$ cat src/rtl/noc_pkg.sv
// noc_pkg: shared packet layout and field widths for the ring NoC
package noc_pkg;
   localparam int TS_W = 16;
   localparam int ID_W = 16;
   localparam int PACKET_SIZE = 1 + TS_W + 2 * ID_W;
   typedef struct packed {
      logic            vld;
      logic [TS_W-1:0] ts;
      logic [ID_W-1:0] src;
      logic [ID_W-1:0] dst;
   } packet_t;
endpackage

$ cat src/rtl/noc_sync_fifo.sv
// noc_sync_fifo: single-clock FIFO, any depth, pointers wrap by compare
module noc_sync_fifo #(
   parameter int WIDTH = 8,
   parameter int DEPTH = 4,
   localparam int PW = DEPTH > 1 ? $clog2(DEPTH) : 1,
   localparam int CW = $clog2(DEPTH + 1)
) (
   input  logic             clk,
   input  logic             rst_n,
   input  logic             push,
   input  logic             pop,
   input  logic [WIDTH-1:0] din,
   output logic [WIDTH-1:0] dout,
   output logic             full,
   output logic             empty,
   output logic [CW-1:0]    count
);
   logic [WIDTH-1:0] mem [DEPTH];
   logic [PW-1:0]    wr_ptr, rd_ptr;
   logic             do_push, do_pop;
   assign full    = count == CW'(DEPTH);
   assign empty   = count == '0;
   assign do_push = push && !full;
   assign do_pop  = pop && !empty;
   assign dout    = mem[rd_ptr];
   always_ff @(posedge clk or negedge rst_n) begin
      if (!rst_n) begin
         wr_ptr <= '0;
         rd_ptr <= '0;
         count  <= '0;
      end else begin
         if (do_push) wr_ptr <= wr_ptr == PW'(DEPTH - 1) ? '0 : wr_ptr + PW'(1);
         if (do_pop) rd_ptr <= rd_ptr == PW'(DEPTH - 1) ? '0 : rd_ptr + PW'(1);
         count <= count + CW'(do_push) - CW'(do_pop);
      end
   end
   always_ff @(posedge clk) begin
      if (do_push) mem[wr_ptr] <= din;
   end
endmodule

$ cat src/rtl/packet_eject_local.sv
// packet_eject_local: local ejection sink, buffers arrivals, drains at a fixed rate, keeps latency stats
module packet_eject_local import noc_pkg::*; #(
   parameter int NUM_NODES            = 8,
   parameter int ROUTER_ID            = 0,
   parameter int BUFFER_SIZE          = 4,
   parameter int EJECT_CYCLE          = 1,
   parameter int NUM_PACKETS_PER_NODE = 20
) (
   input  logic                   clk,
   input  logic                   rst_n,
   input  logic [TS_W-1:0]        clk_counter,
   input  logic                   packet_valid,
   input  logic [PACKET_SIZE-1:0] packet_in,
   output logic                   packet_ready,
   output logic [63:0]            total_packet_recv,
   output logic [63:0]            total_latency,
   output logic [15:0]            max_latency,
   output logic [15:0]            dst_err_cnt,
   output logic                   all_received
);
   localparam int DW = EJECT_CYCLE > 1 ? $clog2(EJECT_CYCLE) : 1;
   localparam int CW = $clog2(BUFFER_SIZE + 1);
   packet_t           pkt_in, head;
   logic [PACKET_SIZE-1:0] head_bits;
   logic [CW-1:0]     fifo_count;
   logic [DW-1:0]     drain_cnt;
   logic              full, empty, push, pop, tick;
   logic [TS_W-1:0]   latency;
   logic              unused_ok;
   assign pkt_in       = packet_in;
   assign head         = head_bits;
   assign packet_ready = !full;
   assign push         = packet_valid && packet_ready && pkt_in.vld;
   assign tick         = drain_cnt == DW'(EJECT_CYCLE - 1);
   assign pop          = tick && !empty;
   assign latency      = clk_counter - head.ts;
   assign unused_ok    = ^{head.vld, head.src, fifo_count} ^ (ROUTER_ID < NUM_NODES);
   noc_sync_fifo #(.WIDTH(PACKET_SIZE), .DEPTH(BUFFER_SIZE)) u_fifo (
      .clk   (clk),
      .rst_n (rst_n),
      .push  (push),
      .pop   (pop),
      .din   (packet_in),
      .dout  (head_bits),
      .full  (full),
      .empty (empty),
      .count (fifo_count)
   );
   always_ff @(posedge clk or negedge rst_n) begin
      if (!rst_n) drain_cnt <= '0;
      else drain_cnt <= tick ? '0 : drain_cnt + DW'(1);
   end
   always_ff @(posedge clk or negedge rst_n) begin
      if (!rst_n) begin
         total_packet_recv <= '0;
         total_latency     <= '0;
         max_latency       <= '0;
         dst_err_cnt       <= '0;
         all_received      <= 1'b0;
      end else if (pop) begin
         total_packet_recv <= total_packet_recv + 64'd1;
         total_latency     <= total_latency + 64'(latency);
         max_latency       <= latency > max_latency ? latency : max_latency;
         if (head.dst != ID_W'(ROUTER_ID) && dst_err_cnt != 16'hFFFF) dst_err_cnt <= dst_err_cnt + 16'd1;
         all_received <= all_received || (total_packet_recv + 64'd1 >= 64'(NUM_PACKETS_PER_NODE));
      end
   end
endmodule

$ cat config.mk
export PLATFORM = sky130hd
export DESIGN_NAME = packet_eject_local
export DESIGN_NICKNAME = d
export VERILOG_FILES = /design/src/rtl/noc_pkg.sv /design/src/rtl/noc_sync_fifo.sv /design/src/rtl/packet_eject_local.sv
export SDC_FILE = /design/constraint.sdc
export NUM_CORES = 1
export LEC_CHECK = 0
export ABC_AREA = 1
export BUFFER_PORTS_ARGS = -buffer_cell sky130_fd_sc_hd__buf_2
export CAP_MARGIN = 20
export CORE_ASPECT_RATIO = 1.25
export CORE_MARGIN = 2
export CORE_UTILIZATION = 50
export DETAILED_ROUTE_END_ITERATION = 16
export PLACE_DENSITY_LB_ADDON = 0.1
export REMOVE_ABC_BUFFERS = 1
export SKIP_LAST_GASP = 1
export SYNTH_ARGS = -nofsm -noshare
export SYNTH_HDL_FRONTEND = slang
export SYNTH_SLANG_ARGS = --single-unit
$ cat constraint.sdc
create_clock -name clk -period 8.6 [get_ports clk]
set_input_delay 0.43 -clock clk [delete_from_list [all_inputs] [get_ports clk]]
set_output_delay 0.43 -clock clk [all_outputs]
set_load 0.05 [all_outputs]
==> run metrics, run 1 <==
largest net degree at the start of global routing 95; Tot GR Track Use approximately a quarter; Boundary Pins 230; Synth cell types 49; CTS tree done; Synth async-reset ratio between 50% and 60%; crit path kind reg -> reg; Worst-Skew Late Latency about 0.60 ns; Root Buffer clkbuf_16; Critical Path End Type flop; ys flop type dfrtp_1; CP arrival around 6.1 ns; Num CTS Buffers 30; Starting Density between 50 and 60%; via count of the routed design 13.75k; critical hold path startpoint packet_in[41]; Worst Max-Slew Pin Slew a little over 0.9 ns; Tot Pwr ~7.5 mW; period utilization between 60 and 70%; Detailed Place HPWL approximately 33 mm; IO buf count ~210; layout cells sized above 1 approximately 15%; Post-Place Setup Slack a little over 3 ns; Hold-fix buffers, CTS 1; status complete, no violations; post-route DRC violation count 0; Cell Chain, Critical Path buf_4 > clkinv_1 > buf_4 > nand2_1 > a32o_1 > ha_1 > a21oi_1 > nand2_1 > a21boi_0 > o21ai_1 > a21oi_1 > o21ai_1 > xor2_1 > ha_1 > nand2_1 > nor2_1 > nand2_1 > o21ai_0 > nand2_1 > a21oi_1 > nand3_1 > nor2_1 > xor2_1; P_leak roughly 8.4 nW; # resized after CTS 0; hold depth 1; GRT overflow 0; worst r2r src u_fifo.rd_ptr[0]$_DFFE_PN0N_; row cnt 74; largest stage delay on the critical path just over 0.5 ns; first-pass GRT wire length approximately 68 mm; Vias/cell about 5.3; Clock Pin Slew Worst Setup and Hold Paths approximately 0.07 ns; Min-Delay Path Class in -> reg; Pre-antenna DRT Iters 5; Avg Cell Area, Syn ~8.4 sq um; Core Region around 32,000 sq um; Slew HR about 38%; CP max FO 38; final worst setup slack 3.058 ns; Worst VDD drop between 0.2 and 0.3 mV; top cell type's share of synthesized area about a quarter; # Post-CTS Setup Buffers 0; cells taking the most area after synthesis dfrtp_1 (26%), edfxtp_1 (23%), nand2_1 (13%); Mapped Cells 1,945; most common cell in the synthesized netlist nand2_1; Sink Count 296; WP data required between 9 and 10 ns; height of the die 206.5 um; worst reg2reg setup slack a little over 3 ns; post-route ant nets 0; Post-synth EDFFs roughly 130; leading area contributor after synthesis dfrtp_1; YS warnings 0; RSZ-0062 raised after global routing no; Area Growth Syn to Fin 16.01%; drt initial violations approximately 840; vias in the first global route approximately 13k; flops & latches, synth just under 300; Final Wtd Congestion approximately 0.96; total wire length 43.52 mm; die span in x ~170 um; sequential area share after synthesis between 40% and 50%; fmax 0.1804 GHz; critical path's slowest cell a21oi_1; pwr dens 393.1 nW/um^2; H-tree Lvls 1; FF-to-FF End total_latency[46]$_DFFE_PN0N_; Mapped Area roughly 16,000 sq um; fin. max-slew vios 0; Die ar. between 30,000 and 40,000 sq um; antenna violations before repair 2; Hold Vio Cnt, Final 0; Tmin final about 5.5 ns; Commonest cells post-synth nand2_1 (552), nor2_1 (242), inv_1 (182); CP Launch Type flop; Crit path top cell by count nand2_1; max cap viols 0; Max Root-Sink Buffers 3; Worst Reg-to-Reg Cells 23; Hold Path End u_fifo.mem[2][41]$_DFFE_PP_; fin nets roughly 2.3k; Clock Skews 0.02069 ns; routed len/inst ~17 um; final setup vio count 0
==> logic make-up (layout without fill, tap and decap cells) <==
| kind of cell | Yosys count | in the layout | synth area share [%] |
|---|---|---|---|
| flip-flops | 296 | 296 | 49.08 |
| AND/OR/NAND/NOR | 1044 | 1044 | 27.79 |
| buffers and inverters | 224 | 470 | 5.220 |
| AO/OA/AOI/OAI | 214 | 214 | 7.433 |
| other | 0 | 1 | 0 |
| XOR/XNOR | 107 | 107 | 5.762 |
| adder cells (fa/ha/maj) | 60 | 60 | 4.716 |
==> state kept, by name, summed over array words and instances (netlist names) <==
signal	flops
total_packet_recv	64
u_fifo.wr_ptr	2
dst_err_cnt	16
max_latency	16
all_received	1
u_fifo.count	3
total_latency	64
u_fifo.mem	128
u_fifo.rd_ptr	2
==> power breakdown <==
part / total [mW] / internal (mW) / switching [mW]
Combinational: 4.07 / 1.30 / 2.77
Clock: 1.41 / 0.823 / 0.585
Sequential: 2.00 / 1.77 / 0.227
Total: 7.48 / 3.90 / 3.58
==> how the worst max path moves through the flow <==
stage | startpoint | end | slack (ns) | cells past startpoint
2_1_floorplan | u_fifo.count[1]$_DFF_PN0_ | u_fifo.count[2]$_DFF_PN0_ | -0.86 | 8
3_3_place_gp | u_fifo.rd_ptr[0]$_DFFE_PN0N_ | total_latency[46]$_DFFE_PN0N_ | 3.15 | 23
3_5_place_dp | u_fifo.rd_ptr[0]$_DFFE_PN0N_ | total_latency[46]$_DFFE_PN0N_ | 3.09 | 23
4_1_cts | u_fifo.rd_ptr[0]$_DFFE_PN0N_ | total_latency[46]$_DFFE_PN0N_ | 3.04 | 23
5_1_grt | u_fifo.rd_ptr[0]$_DFFE_PN0N_ | total_latency[46]$_DFFE_PN0N_ | 2.65 | 23
6_report | u_fifo.rd_ptr[0]$_DFFE_PN0N_ | total_latency[46]$_DFFE_PN0N_ | 3.06 | 23
==> worst max-delay path, delay by kind of cell (launching register included) <==
| kind | cells | cell delay (ns) |
|---|---|---|
| AND/OR/NAND/NOR | 8 | 1.00 |
| AO/OA/AOI/OAI | 8 | 2.04 |
| flip-flops | 1 | 0.33 |
| adder cells (fa/ha/maj) | 2 | 0.66 |
| buffers and inverters | 3 | 1.07 |
| XOR/XNOR | 2 | 0.35 |
==> cell type report <==
| class | instances | area [sq um] |
|---|---|---|
| diodes | 1 | 2.502 |
| clock buffers | 32 | 758.2 |
| clock inverters | 24 | 306.5 |
| fillers | 3004 | 13480 |
| inverters | 189 | 710.7 |
| multi-input cells | 1425 | 7507 |
| flip-flops and latches | 296 | 8048 |
| well taps | 418 | 523.0 |
| repair buffers | 225 | 1165 |
==> through the flow <==
| step | TNS (ns) | utilization (%) | instances | instance area (sq um) | hold slack [ns] |
|---|---|---|---|---|---|
| 6_report | 0 | 58.53 | 2610 | 19020 | 0.04176 |
| 4_1_cts | 0 | 58.52 | 2609 | 19020 | 0.01179 |
| 2_1_floorplan | -11.61 | - | 1910 | 16250 | 0.1344 |
| 3_5_place_dp | 0 | 55.21 | 2552 | 17940 | 0.4577 |
| 5_1_grt | 0 | 58.52 | 2609 | 19020 | 0.03037 |
| 3_3_place_gp | 0 | 55.21 | 2552 | 17940 | 0.4516 |
==> layout by cell type (no fill, tap or decap), types with 48 or more instances in the layout <==
cell      synthesis  final
nand2_1         552    552
nor2_1          242    238
buf_2             6    212
inv_1           182    181
dfrtp_1         168    168
edfxtp_1        128    128
o21ai_0         101    101
xor2_1           79     79
nand3_1          74     74
a21oi_1          57     57
ha_1             57     57
nand4_1          48     48
==> per-layer routing <==
metal	wire length (um)	GRT usage (%)
met1	18660	32.21
met2	21060	43.49
met3	2665	4.270
met4	1132	7.981
met5	0	0
No activity file was read; power rests on OpenSTA's default activity.
==> inputs of run 2 (changes only) <==
Clock period 8.6 ns to 4.76 ns, I/O delays scaled along.
==> run metrics, run 2 (synthesis results as in run 1) <==
CP max FO 14; Worst Max-Slew Pin Slew just over 0.9 ns; Hold Vio Cnt, Final 0; Fill cells between 2k and 3k; Area Growth Syn to Fin 18.42%; Post-DP Area 18,010 sq um; largest net degree at the start of global routing 93; flip-flop count of the largest register after layout between 100 and 150; post-route DRC violation count 0; Largest regs u_fifo.mem x128, total_latency x64, total_packet_recv x64; IO buf count 213; Die ar. 34,270 sq um; max cap viols 0; multi-input logic area 7526 sq um; Switching Power around 6.5 mW; Vias/cell ~5.3; CP Launch Type flop; Root Buffer clkbuf_16; die span in x 166.0 um; status complete, no violations; Final Wtd Congestion between 0.9 and 1; period utilization around 92%; Num CTS Buffers 31; Gate power share roughly 55%; sequential cell area 8048 sq um; Antenna diodes 0; Slew HR between 30 and 40%; Tot GR Track Use between 20% and 30%; via count of the routed design between 10k and 15k; Tmin final about 4.4 ns; fmax around 0.23 GHz; P_leak approximately 8.6 nW; post-route ant nets 0; Cell Chain, Critical Path buf_4 > o21ai_0 > o22ai_1 > ha_1 > inv_1 > fa_1 > nand3_1 > nand2_1 > nand3_1 > nand2_1 > a21o_1 > a31oi_1 > xor2_1 > inv_1 > ha_1 > nand2_1 > nor2_1 > nand3_1 > nand2_1 > nand3_1 > nand3b_1 > xnor2_1; Pre-antenna DRT Iters 5; CTS tree done; RSZ-0062 raised after global routing yes; fin. max-slew vios 0; WP data required around 5.2 ns; most common cell after layout, fill and taps aside nand2_1; largest stage delay on the critical path ~0.4 ns; final worst setup slack 0.3719 ns; clock group share of total power about 18%; critical path's slowest cell dfrtp_1; Worst-Skew Late Latency around 0.6 ns; height of the die 206.5 um; H-tree Lvls 1; layout cells sized above 1 15.77%; Clock Skews between 0.015 and 0.02 ns; Core Region 32,500 sq um; sw frac a little under half; CP arrival between 4 and 5 ns; worst hold margin about 0.17 ns; total wire length around 44 mm; vias in the first global route 13.33k; Clock Pin Slew Worst Setup and Hold Paths about 0.07 ns; Max Root-Sink Buffers 3; final setup vio count 0; Starting Density 50.45%; row cnt 74; Worst VDD drop between 0.4 and 0.5 mV; GRT overflow 0; Finished Cell Area between 15,000 and 20,000 sq um; Critical Path End Type flop; Min-Delay Path Class in -> reg; Detailed Place HPWL between 30 and 40 mm; Fin Setup TNS 0 ns; antenna violations before repair 0; crit path kind reg -> reg; final non-filler cell total roughly 2.7k; first-pass GRT wire length approximately 70 mm; drt initial violations roughly 830; Flop pwr share between 20% and 30%; Sink Count 296; placed instance count between 2k and 3k; routed len/inst between 15 and 20 um; Biggest register u_fifo.mem; Post-Place Setup Slack between 0.2 and 0.3 ns; most frequent cells in the layout nand2_1 (551), nor2_1 (238), buf_2 (212), inv_1 (181), dfrtp_1 (168); Boundary Pins 230; fin nets ~2.3k; Pint between 7 and 8 mW; pwr dens between 600 and 700 nW/um^2
run 2: worst paths after layout:
| check | start | endpoint | slack [ns] | cells past startpoint |
|---|---|---|---|---|
| worst max-delay path | u_fifo.rd_ptr[0]$_DFFE_PN0N_ | total_latency[56]$_DFFE_PN0N_ | 0.37 | 22 |
| worst min-delay path | clk_counter[15] | max_latency[15]$_DFFE_PN0P_ | 0.17 | 5 |
| worst max register to register | u_fifo.rd_ptr[0]$_DFFE_PN0N_ | total_latency[56]$_DFFE_PN0N_ | 0.37 | 22 |
| worst min register to register | all_received$_DFFE_PN0N_ | all_received$_DFFE_PN0N_ | 0.46 | 2 |
| max in group asynchronous | rst_n | total_latency[27]$_DFFE_PN0N_ | 3.39 | 3 |
| min in group asynchronous | rst_n | total_packet_recv[50]$_DFFE_PN0N_ | 0.19 | 2 |
run 2: what timing repair did:
action,in CTS,in global routing
hold endpoints to repair,187,0
endpoints found under the setup margin,0,33
buffers inserted,0,0
hold buffers,33,0
resized for setup,0,7
run 2: power groups by stage:
stage          Sequential, mW  Combinational (mW)  Clock [mW]
6_report                 3.61                7.49        2.50
5_1_grt                  3.66                8.49        2.65
4_1_cts                  3.61                7.49        2.54
3_5_place_dp             3.65                7.44           0
3_3_place_gp             3.64                7.30           0
2_1_floorplan            4.55                4.62           0
run 2: worst max-delay path, delay by kind of cell (launching register included):
kind                       cells  cell delay (ns)
DFF                            1             0.41
adders and majority gates      3             0.93
and+or+nand+nor               10             1.54
xor gates and xnor gates       2             0.36
buffers and inverters          3             0.39
AOI/OAI and AO/OA              4             0.63
run 2: final cells by class:
class | instances | share of cell area, %
sequential | 296 | 41.45
multi-input combinational | 1425 | 38.76
timing repair buffer | 264 | 7.984
clock buffer | 33 | 4.034
inverter | 189 | 3.699
tap | 418 | 2.694
clock inverter | 25 | 1.379
run 2: metal layers:
layer | global-route usage [%] | routed length [um] | vias to the layer above
met2 | 43.58 | 21290 | 377
met4 | 8.075 | 1325 | 0
li1 | - | - | 6968
met5 | 0 | 0 | -
met3 | 4.098 | 2531 | 71
met1 | 33.22 | 19010 | 6540
run 2: metrics by stage:
| step | util (%) | power [mW] |
|---|---|---|
| CTS | 59.66 | 13.65 |
| finish | 59.74 | 13.59 |
| detailed placement | 55.41 | 11.09 |
| global route | 59.74 | 14.80 |
| global placement | 55.41 | 10.95 |
| floorplan | - | 9.170 |
==> inputs of run 3 (changes only) <==
Settings changed: SLEW_MARGIN set to 20, SYNTH_HIERARCHICAL set to 1.
==> run metrics, run 3 <==
status complete, no violations; FF-to-FF End total_latency[54]$_DFFE_PN0N_; H-tree Lvls 2; Largest regs u_fifo/mem x128, total_latency x64, total_packet_recv x64; worst r2r src u_fifo/rd_ptr[0]$_DFFE_PN0P_; Clock Pin Slew Worst Setup and Hold Paths roughly 0.06 ns; largest net degree at the start of global routing 109; Pre-antenna DRT Iters 5; die span in x 171.1 um; CP Launch Type flop; post-route DRC violation count 0; Worst Reg-to-Reg Cells 27; final worst setup slack approximately 0.31 ns; worst hold margin about 0.072 ns; Critical Path End Type flop; YS warnings 6; Max Root-Sink Buffers 3; total wire length roughly 48 mm; Clock Skews approximately 0.012 ns; most common cell after layout, fill and taps aside nand2_1; CP max FO 11; crit path kind reg -> reg; Starting Density about half; Mapped Area 17,460 sq um; Min-Delay Path Class in -> reg; via count of the routed design ~15k; Final Wtd Congestion approximately 0.96; Tot GR Track Use between 20% and 30%; Fin Setup TNS 0 ns; pwr dens between 600 and 700 nW/um^2; CP arrival between 4 and 5 ns; IO buf count 213; routed len/inst roughly 17 um; post-route ant nets 0; Critical Path Source u_fifo/rd_ptr[0]$_DFFE_PN0P_; worst reg2reg setup slack 0.31 ns; fin nets 2,516; Core Region about 34,000 sq um; max cap viols 0; period utilization around 93%; first-pass GRT wire length about 75 mm; Vias/cell approximately 5.2; Post-Route Utilization between 50% and 60%; Boundary Pins 230; WP data required 5.22 ns; Worst Max-Slew Pin Slew between 0.8 and 0.9 ns; drt initial violations just over 1k; flip-flop count of the largest register after layout about 130; most frequent cells in the layout nand2_1 (605), inv_1 (295), nor2_1 (225), buf_2 (212), dfrtp_1 (167); Tmin final roughly 4.4 ns; Num CTS Buffers 34; CTS tree done; fin. max-slew vios 0; CP Capture Point total_latency[54]$_DFFE_PN0N_; Detailed Place HPWL ~36 mm; RSZ-0062 raised after global routing yes; Antenna diodes 0; P_leak 9.521 nW; GRT overflow 0; vias in the first global route 14.35k; Slew HR 41.82%; Sink Count between 200 and 300; Worst VDD drop roughly 0.48 mV; Post-Place Setup Slack around 0.18 ns; fmax 0.2248 GHz; Fill cells 3,177; Worst-Skew Late Latency around 0.53 ns; Hold Vio Cnt, Final 0; Mapped Cells approximately 2.1k; row cnt 76; Area Growth Syn to Fin 17.67%; Tot Pwr about 14 mW; final setup vio count 0; Root Buffer clkbuf_16; Die ar. 36,430 sq um; antenna violations before repair 2; layout cells sized above 1 16.85%; Biggest register u_fifo/mem; height of the die around 210 um; Avg Cell Area, Syn 8.203 sq um
-- run 3: what timing repair did --
action	4_1_cts	5_1_grt
endpoints found under the setup margin	0	46
setup buffers	0	2
endpoints found under the hold margin	188	0
gates resized for setup	0	22
hold buffers	33	0
-- run 3: report_power, final --
| group | switching (mW) | leakage, nW | internal (mW) |
|---|---|---|---|
| sequential | 0.410 | 3.26 | 3.19 |
| clock | 1.04 | 0.516 | 1.50 |
| combinational | 5.44 | 5.74 | 2.74 |
| total | 6.89 | 9.52 | 7.43 |
-- run 3: worst min path at each step --
stage | from | endpoint | slack (ns) | cells past startpoint
6_report | packet_valid | u_fifo/wr_ptr[0]$_DFFE_PN0P_ | 0.07 | 5
5_1_grt | packet_valid | u_fifo/wr_ptr[0]$_DFFE_PN0P_ | 0.09 | 5
4_1_cts | packet_valid | u_fifo/wr_ptr[0]$_DFFE_PN0P_ | 0.06 | 5
3_5_place_dp | rst_n | total_packet_recv[54]$_DFFE_PN0N_ | 0.28 | 1
3_3_place_gp | rst_n | total_packet_recv[54]$_DFFE_PN0N_ | 0.27 | 1
2_1_floorplan | rst_n | all_received$_DFFE_PN0N_ | -0.06 | 0
-- run 3: cell type report --
cell class	instances	area (sq um)	share of cell area, %
repair buffers	276	1660	8.083
clock inverters	14	128.9	0.6274
well taps	468	585.6	2.851
multi-input cells	1480	8048	39.18
clock buffers	43	935.9	4.556
inverters	301	1132	5.512
flip-flops and latches	296	8051	39.19
-- run 3: per-layer routing --
metal / part of all wire (%) / vias to the layer above / global-route usage, %
met5: 0.044 / - / 0
met4: 2.8 / 4 / 7.890
met3: 5.6 / 80 / 4.727
met2: 51 / 371 / 48.03
met1: 41 / 6962 / 31.96
li1: - / 7454 / -
-- run 3: through the flow --
stage | cells | instance area, sq um
2_1_floorplan | 2077 | 17130
3_3_place_gp | 2786 | 19030
3_5_place_dp | 2786 | 19030
4_1_cts | 2876 | 20430
5_1_grt | 2878 | 20540
6_report | 2878 | 20540
-- run 3: worst max-delay path: stages, from the launching register on --
cell and delay [ns]:
dfrtp_4 0.55, o211ai_1 0.20, nand2_1 0.07, ha_1 0.20, fa_1 0.41, nor2_1 0.13, nor2_1 0.07, o21ai_0 0.15
buf_4 0.15, inv_1 0.07, o31ai_4 0.20, nand3_1 0.13, nand2_1 0.07, nand2_1 0.04, nand2_1 0.07, inv_1 0.07
ha_2 0.39, nand2_1 0.10, nor2_2 0.16, nand2_1 0.11, o21ai_4 0.21, a21oi_4 0.10, nor2_1 0.16, buf_4 0.15
nand2_1 0.06, xnor2_1 0.18, nand2_1 0.10, nand2_1 0.07
